`src/rtl/task_seq_arbiter_pkg.sv`:
```
// task_seq_arbiter_pkg: shared bus widths, sequencer state encoding and default timeout
package task_seq_arbiter_pkg;
    localparam int ADDR_W      = 11;
    localparam int WORD_W      = 16;
    localparam int DEF_TIMEOUT = 1023;
    typedef enum logic [2:0] {S_IDLE, S_ENABLE, S_START, S_WAIT, S_NEXT, S_FINISH} state_t;
endpackage

```
`src/rtl/task_seq_arbiter_if.sv`:
```
// task_seq_arbiter_if: task handshake and shared-memory bus between the sequencer and its task blocks
interface task_seq_arbiter_if #(parameter int NUM_TASKS = 4);
    import task_seq_arbiter_pkg::*;
    logic [NUM_TASKS-1:0]        task_en;
    logic [NUM_TASKS-1:0]        task_start;
    logic [NUM_TASKS-1:0]        task_done;
    logic [NUM_TASKS*ADDR_W-1:0] task_addr;
    logic [NUM_TASKS-1:0]        task_wr_en;
    logic [NUM_TASKS*WORD_W-1:0] task_wdata;
    logic [ADDR_W-1:0]           mem_addr;
    logic                        mem_wr_en;
    logic [WORD_W-1:0]           mem_wdata;
    modport master (
        output task_en, task_start, mem_addr, mem_wr_en, mem_wdata,
        input  task_done, task_addr, task_wr_en, task_wdata
    );
    modport slave (
        input  task_en, task_start, mem_addr, mem_wr_en, mem_wdata,
        output task_done, task_addr, task_wr_en, task_wdata
    );
endinterface

```
`src/rtl/task_next_sel.sv`:
```
// task_next_sel: finds the lowest set mask bit above cur, or the lowest overall when from_zero
module task_next_sel #(
    parameter int N = 4,
    parameter int W = 2
) (
    input  logic [N-1:0] mask,
    input  logic [W-1:0] cur,
    input  logic         from_zero,
    output logic [W-1:0] nxt,
    output logic         valid
);
    always_comb begin
        nxt   = '0;
        valid = 1'b0;
        for (int i = N - 1; i >= 0; i--)
            if (mask[i] && (from_zero || W'(i) > cur)) begin
                nxt   = W'(i);
                valid = 1'b1;
            end
    end
endmodule

```
`src/rtl/task_seq_arbiter.sv`:
```
// task_seq_arbiter: runs the masked task blocks one at a time in index order and
// grants the running task the single shared-memory port
module task_seq_arbiter
    import task_seq_arbiter_pkg::*;
#(
    parameter int NUM_TASKS = 4,
    parameter int IDX_W     = 2,
    parameter int TIMEOUT   = DEF_TIMEOUT,
    parameter int TO_W      = 10
) (
    input  logic                 clock,
    input  logic                 nrst,
    input  logic                 go,
    input  logic [NUM_TASKS-1:0] task_mask,
    output logic                 busy,
    output logic                 seq_done,
    output logic                 timeout_err,
    output logic [IDX_W-1:0]     cur_task,
    task_seq_arbiter_if.master   bus
);
    state_t               state;
    logic [NUM_TASKS-1:0] mask_q;
    logic [TO_W-1:0]      cnt;
    logic [TO_W-1:0]      cnt_inc;
    logic [IDX_W-1:0]     nxt;
    logic                 nxt_vld;
    logic                 in_range;
    logic                 granted;
    logic                 cur_done;

    task_next_sel #(.N(NUM_TASKS), .W(IDX_W)) u_sel (
        .mask      (state == S_IDLE ? task_mask : mask_q),
        .cur       (cur_task),
        .from_zero (state == S_IDLE),
        .nxt       (nxt),
        .valid     (nxt_vld)
    );

    assign cnt_inc  = cnt + 1'b1;
    assign in_range = int'(cur_task) < NUM_TASKS;
    assign cur_done = in_range && bus.task_done[cur_task];
    assign granted  = in_range && (state == S_ENABLE || state == S_START || state == S_WAIT);
    assign bus.mem_addr  = granted ? bus.task_addr[cur_task*ADDR_W +: ADDR_W] : '0;
    assign bus.mem_wr_en = granted ? bus.task_wr_en[cur_task] : 1'b0;
    assign bus.mem_wdata = granted ? bus.task_wdata[cur_task*WORD_W +: WORD_W] : '0;

    always_ff @(posedge clock or negedge nrst) begin
        if (!nrst) begin
            state          <= S_IDLE;
            mask_q         <= '0;
            cnt            <= '0;
            cur_task       <= '0;
            busy           <= 1'b0;
            seq_done       <= 1'b0;
            timeout_err    <= 1'b0;
            bus.task_en    <= '0;
            bus.task_start <= '0;
        end else begin
            bus.task_en    <= '0;
            bus.task_start <= '0;
            seq_done       <= 1'b0;
            case (state)
                S_IDLE: if (go) begin
                    mask_q      <= task_mask;
                    timeout_err <= 1'b0;
                    busy        <= 1'b1;
                    if (nxt_vld) begin
                        cur_task    <= nxt;
                        bus.task_en <= NUM_TASKS'(1) << nxt;
                        state       <= S_ENABLE;
                    end else begin
                        seq_done <= 1'b1;
                        state    <= S_FINISH;
                    end
                end
                S_ENABLE: begin
                    bus.task_start <= NUM_TASKS'(1) << cur_task;
                    state          <= S_START;
                end
                S_START: begin
                    cnt   <= '0;
                    state <= S_WAIT;
                end
                S_WAIT: begin
                    cnt <= cnt_inc;
                    if (cur_done)
                        state <= S_NEXT;
                    else if (cnt_inc == TO_W'(TIMEOUT)) begin
                        timeout_err <= 1'b1;
                        state       <= S_NEXT;
                    end
                end
                S_NEXT: if (nxt_vld) begin
                    cur_task    <= nxt;
                    bus.task_en <= NUM_TASKS'(1) << nxt;
                    state       <= S_ENABLE;
                end else begin
                    seq_done <= 1'b1;
                    state    <= S_FINISH;
                end
                S_FINISH: begin
                    busy  <= 1'b0;
                    state <= S_IDLE;
                end
                default: begin
                    busy  <= 1'b0;
                    state <= S_IDLE;
                end
            endcase
        end
    end
endmodule

```
`src/flat_wrapper.sv`:
```
// flat-port wrapper written by rule: the top's interface ports become plain ports
module task_seq_arbiter_flat import task_seq_arbiter_pkg::*;
#(
    parameter int NUM_TASKS = 4,
    parameter int IDX_W     = 2,
    parameter int TIMEOUT   = DEF_TIMEOUT,
    parameter int TO_W      = 10
)
  (clock, nrst, go, task_mask, busy, seq_done, timeout_err, cur_task, bus_task_en, bus_task_start, bus_mem_addr, bus_mem_wr_en, bus_mem_wdata, bus_task_done, bus_task_addr, bus_task_wr_en, bus_task_wdata);
  task_seq_arbiter_if #(.NUM_TASKS(NUM_TASKS)) bus_i ();
  input  logic clock;
  input  logic nrst;
  input  logic go;
  input  logic [NUM_TASKS-1:0] task_mask;
  output logic busy;
  output logic seq_done;
  output logic timeout_err;
  output logic [IDX_W-1:0] cur_task;
  output wire logic [$bits(bus_i.task_en)-1:0] bus_task_en;
  output wire logic [$bits(bus_i.task_start)-1:0] bus_task_start;
  output wire logic [$bits(bus_i.mem_addr)-1:0] bus_mem_addr;
  output wire logic [$bits(bus_i.mem_wr_en)-1:0] bus_mem_wr_en;
  output wire logic [$bits(bus_i.mem_wdata)-1:0] bus_mem_wdata;
  input wire logic [$bits(bus_i.task_done)-1:0] bus_task_done;
  input wire logic [$bits(bus_i.task_addr)-1:0] bus_task_addr;
  input wire logic [$bits(bus_i.task_wr_en)-1:0] bus_task_wr_en;
  input wire logic [$bits(bus_i.task_wdata)-1:0] bus_task_wdata;
  assign bus_task_en = bus_i.task_en;
  assign bus_task_start = bus_i.task_start;
  assign bus_mem_addr = bus_i.mem_addr;
  assign bus_mem_wr_en = bus_i.mem_wr_en;
  assign bus_mem_wdata = bus_i.mem_wdata;
  assign bus_i.task_done = bus_task_done;
  assign bus_i.task_addr = bus_task_addr;
  assign bus_i.task_wr_en = bus_task_wr_en;
  assign bus_i.task_wdata = bus_task_wdata;
  task_seq_arbiter #(.NUM_TASKS(NUM_TASKS), .IDX_W(IDX_W), .TIMEOUT(TIMEOUT), .TO_W(TO_W)) u_core (.clock(clock), .nrst(nrst), .go(go), .task_mask(task_mask), .busy(busy), .seq_done(seq_done), .timeout_err(timeout_err), .cur_task(cur_task), .bus(bus_i));
endmodule
```
`config.mk`:
```
export PLATFORM = sky130hd
export DESIGN_NAME = task_seq_arbiter_flat
export DESIGN_NICKNAME = d
export VERILOG_FILES = /design/src/rtl/task_seq_arbiter_pkg.sv /design/src/rtl/task_seq_arbiter_if.sv /design/src/rtl/task_next_sel.sv /design/src/rtl/task_seq_arbiter.sv /design/src/flat_wrapper.sv
export SDC_FILE = /design/constraint.sdc
export NUM_CORES = 1
export LEC_CHECK = 0
export CORE_AREA = 2 2 91 75
export DETAILED_ROUTE_END_ITERATION = 6
export DIE_AREA = 0 0 93 77
export DONT_BUFFER_PORTS = 1
export GPL_TIMING_DRIVEN = 1
export PLACE_DENSITY = 0.61
export SYNTH_ARGS = -nofsm -noshare
export SYNTH_HDL_FRONTEND = slang
export SYNTH_HIERARCHICAL = 1
export SYNTH_SLANG_ARGS = --single-unit
```
`constraint.sdc`:
```
create_clock -name clock -period 5.72 [get_ports clock]
set_input_delay 0.286 -clock clock [delete_from_list [all_inputs] [get_ports clock]]
set_output_delay 0.286 -clock clock [all_outputs]
set_load 0.02 [all_outputs]
```
==> flow_summary.ini <==
[pwr]
switching_power_uw = 715.5
power.density_cell_area_nw_per_um2 = 565.0
p_clk_share_pct = 11.9
p_total_mw = 1.458
largest_vdd_supply_drop_uv = 287.9
p_sw_share_pct = 49.06
cellLeakagePower_nw = 1.015
cell_internal_pwr_uw = 742.8
p_seq_share_pct = 26.2
power.combinational.fraction_pct = 61.9

[logic_synthesis]
synth_seq_cells = 30
synth.net_count = 343
syn_avg_cell_area_sq_um = 11.13
synth_area_sq_um = 2427
ys_async_sr_fraction_pct = 100.0
synth_edf_count = 0
post_synthesis_instance_total = 218
yosys_warnings = 6
dominantRegCellSynth = sky130_fd_sc_hd__dfrtp_1
synth_cell_type_count = 42
synth-seq-area-share_pct = 30.93

[global_route]
grt_start_max_net_pins = 36
grtUsageTotal_pct = 18.04
grt_first_pass_wirelength_mm = 10.12
grt_antenna_before_repair = 1
grt_pass1_vias = 1889
gr-total-overflow = 0

[timing]
min_period_over_period_pct = 47.94
postLayoutSetupSlackWorst_ns = 2.978
timing_hold_violations_final = 0
fin_tns_setup_ns = 0
timing.hold.ws_ns = 0.1539
final-max-slew-violation-count = 0
worst_clock_skew_ns = 0.009113
slew-limit-headroom_pct = 17.41
fmax_mhz = 364.7
period_needed_ns = 2.742
finalSetupViolations = 0
rsz_0062_raised_after_global_routing = false
worstMarginPinSlew_ns = 1.239

[min_path]
hold_depth = 1
hold_path_class = in -> reg

[placement]
place_area_sq_um = 2460
portBuffers = 0
global_placer_s_final_weighted_congestion = 0.7881
dpl.cell_count = 286
dp_worst_setup_slack_ns = 3.032
detailed_place_hpwl_mm = 4.985

[clock_network]
cts_resized = 0
cts_made_buffers = 5
cts_sink_cnt = 30
clk_pin_slew_ns = 0.06
cts_tree = yes
clockRootBuffer = sky130_fd_sc_hd__clkbuf_8
cts.htree.levels = 2
clk_path_buf_depth = 2
ctsHoldBuffers = 2
postCtsSetupRepairBufs = 0
clk_latency_ns = 0.28

[detailed_routing]
routed_wl_mm = 6.390
wl_per_cell_microns = 21.59
via_per_inst = 5.861
first_iter_violations = 101
drc = 0
detailedRoute.firstPassIterationCount = 4
postRouteAntennaNets = 0
via_count = 1735

[layout]
layout.nets = 336
share_of_post_route_cells_with_drive_strength_above_1_pct = 25.47
area_growth_syn_to_layout_pct = 6.340
finalInstanceArea_sq_um = 2581
number_of_standard_cells_in_the_layout_taps_in_and_fillers_out = 296
final_util_pct = 41.33
antenna_cells = 0

[setup_path]
critical_path.startpoint_type = flip-flop
count_of_buffering_cells_on_the_critical_path_with_inverters_included = 0
cell_breakdown_of_the_critical_path = nor3_4 > mux2_2 > nor2_1 > a2bb2oi_1 > o21ai_0 > nor4_1 > nand2b_1 > o31a_1
arrival_ns = 2.96
cp_num_cells = 8
crit_end_category = flip-flop
critical_path.max_stage_delay_ns = 0.54
reg2reg_depth = 8
cp_top_family = simple AND/OR/NAND/NOR gates
regToRegSetupSlack_ns = 2.98
cp.required_ns = 5.94
critical_path.slowest_cell = sky130_fd_sc_hd__dfrtp_1
timing.critical_path.fanout_max = 12
setup.worst_path.class = reg -> reg

[die]
die_x_microns = 93
die_area_sq_um = 7161
core_area_sq_um = 6246
die_y_microns = 77
ios = 164
rows = 26
floorplan.initialDensity_pct = 38.86

[job]
max_cap_viol_count = 0

[status]
status = finished, final reports clean
-- registers in the layout, summed over array words and instances, names as in the netlist, 2 cells and up --
register,flops
u_core/cnt,10
u_core/bus.task_en,4
u_core/bus.task_start,4
u_core/mask_q,4
u_core/state,3
u_core/cur_task,2
-- power by group through the flow --
stage	registers [mW]	logic [mW]	clock network, mW
6_report	0.382	0.903	0.173
5_1_grt	0.398	0.980	0.190
4_1_cts	0.385	0.910	0.180
3_5_place_dp	0.387	0.900	0
3_3_place_gp	0.386	0.890	0
2_1_floorplan	0.331	0.844	0
-- worst paths after layout --
check	startpoint	end
max	u_core/state[0]	u_core/state[2]
max reg2reg	u_core/state[0]	u_core/state[2]
min in group asynchronous	nrst	u_core/state[2]
min	task_mask[0]	u_core/mask_q[0]
max in group asynchronous	nrst	u_core/cur_task[0]
min reg2reg	u_core/mask_q[2]	u_core/mask_q[2]
-- synthesized netlist by cell type (all sizes together) (6+ instances only) --
| cell | instances | area (sq um) |
|---|---|---|
| buf | 11 | 65.05 |
| clkbuf | 7 | 27.52 |
| dfrtp | 30 | 750.7 |
| inv | 6 | 22.52 |
| mux2 | 10 | 112.6 |
| mux4 | 29 | 653.1 |
| nand2 | 18 | 67.56 |
| nor2 | 9 | 33.78 |
| nor2b | 30 | 187.7 |
| nor3 | 8 | 51.30 |
| o21ai | 9 | 45.04 |
-- layout by cell type (no fill, tap or decap), drive strengths merged, types with 4 or more instances in the layout --
| master | instances |
|---|---|
| nand2b | 4 |
| nor3 | 8 |
| mux2i | 5 |
| nor2b | 30 |
| clkbuf | 7 |
| a21oi | 5 |
| mux2 | 10 |
| mux4 | 29 |
| dfrtp | 30 |
| nand3 | 4 |
| o21ai | 9 |
| nand2 | 18 |
| inv | 6 |
| nor2 | 9 |
-- area by class of cell --
type	count	area, sq um
clock buffers	7	86.33
clock inverters	1	5.005
fillers	612	3665
inverters	6	22.52
multi-input cells	164	1565
flip-flops and latches	30	752.0
well taps	84	105.1
repair buffers	4	45.04
-- logic make-up (layout without fill, tap and decap cells) --
logic type | after synthesis | after routing | synth area share [%]
buffers and inverters | 24 | 18 | 4.741
muxes | 44 | 44 | 33.61
adders and majority gates | 2 | 2 | 1.031
AOI/OAI and AO/OA | 29 | 29 | 8.763
and+or+nand+nor | 88 | 88 | 20.26
DFF | 30 | 30 | 30.93
xor gates and xnor gates | 1 | 1 | 0.6703
-- layer usage --
layer  part of all wire (%)  up-vias  GRT usage, %
met5                      0        -             0
met3                    7.1        6         5.501
met2                     47       70         27.68
met1                     45      859         25.67
li1                       -      800             -
met4                   0.66        0         3.088
Power figures use the tool's default switching activity.
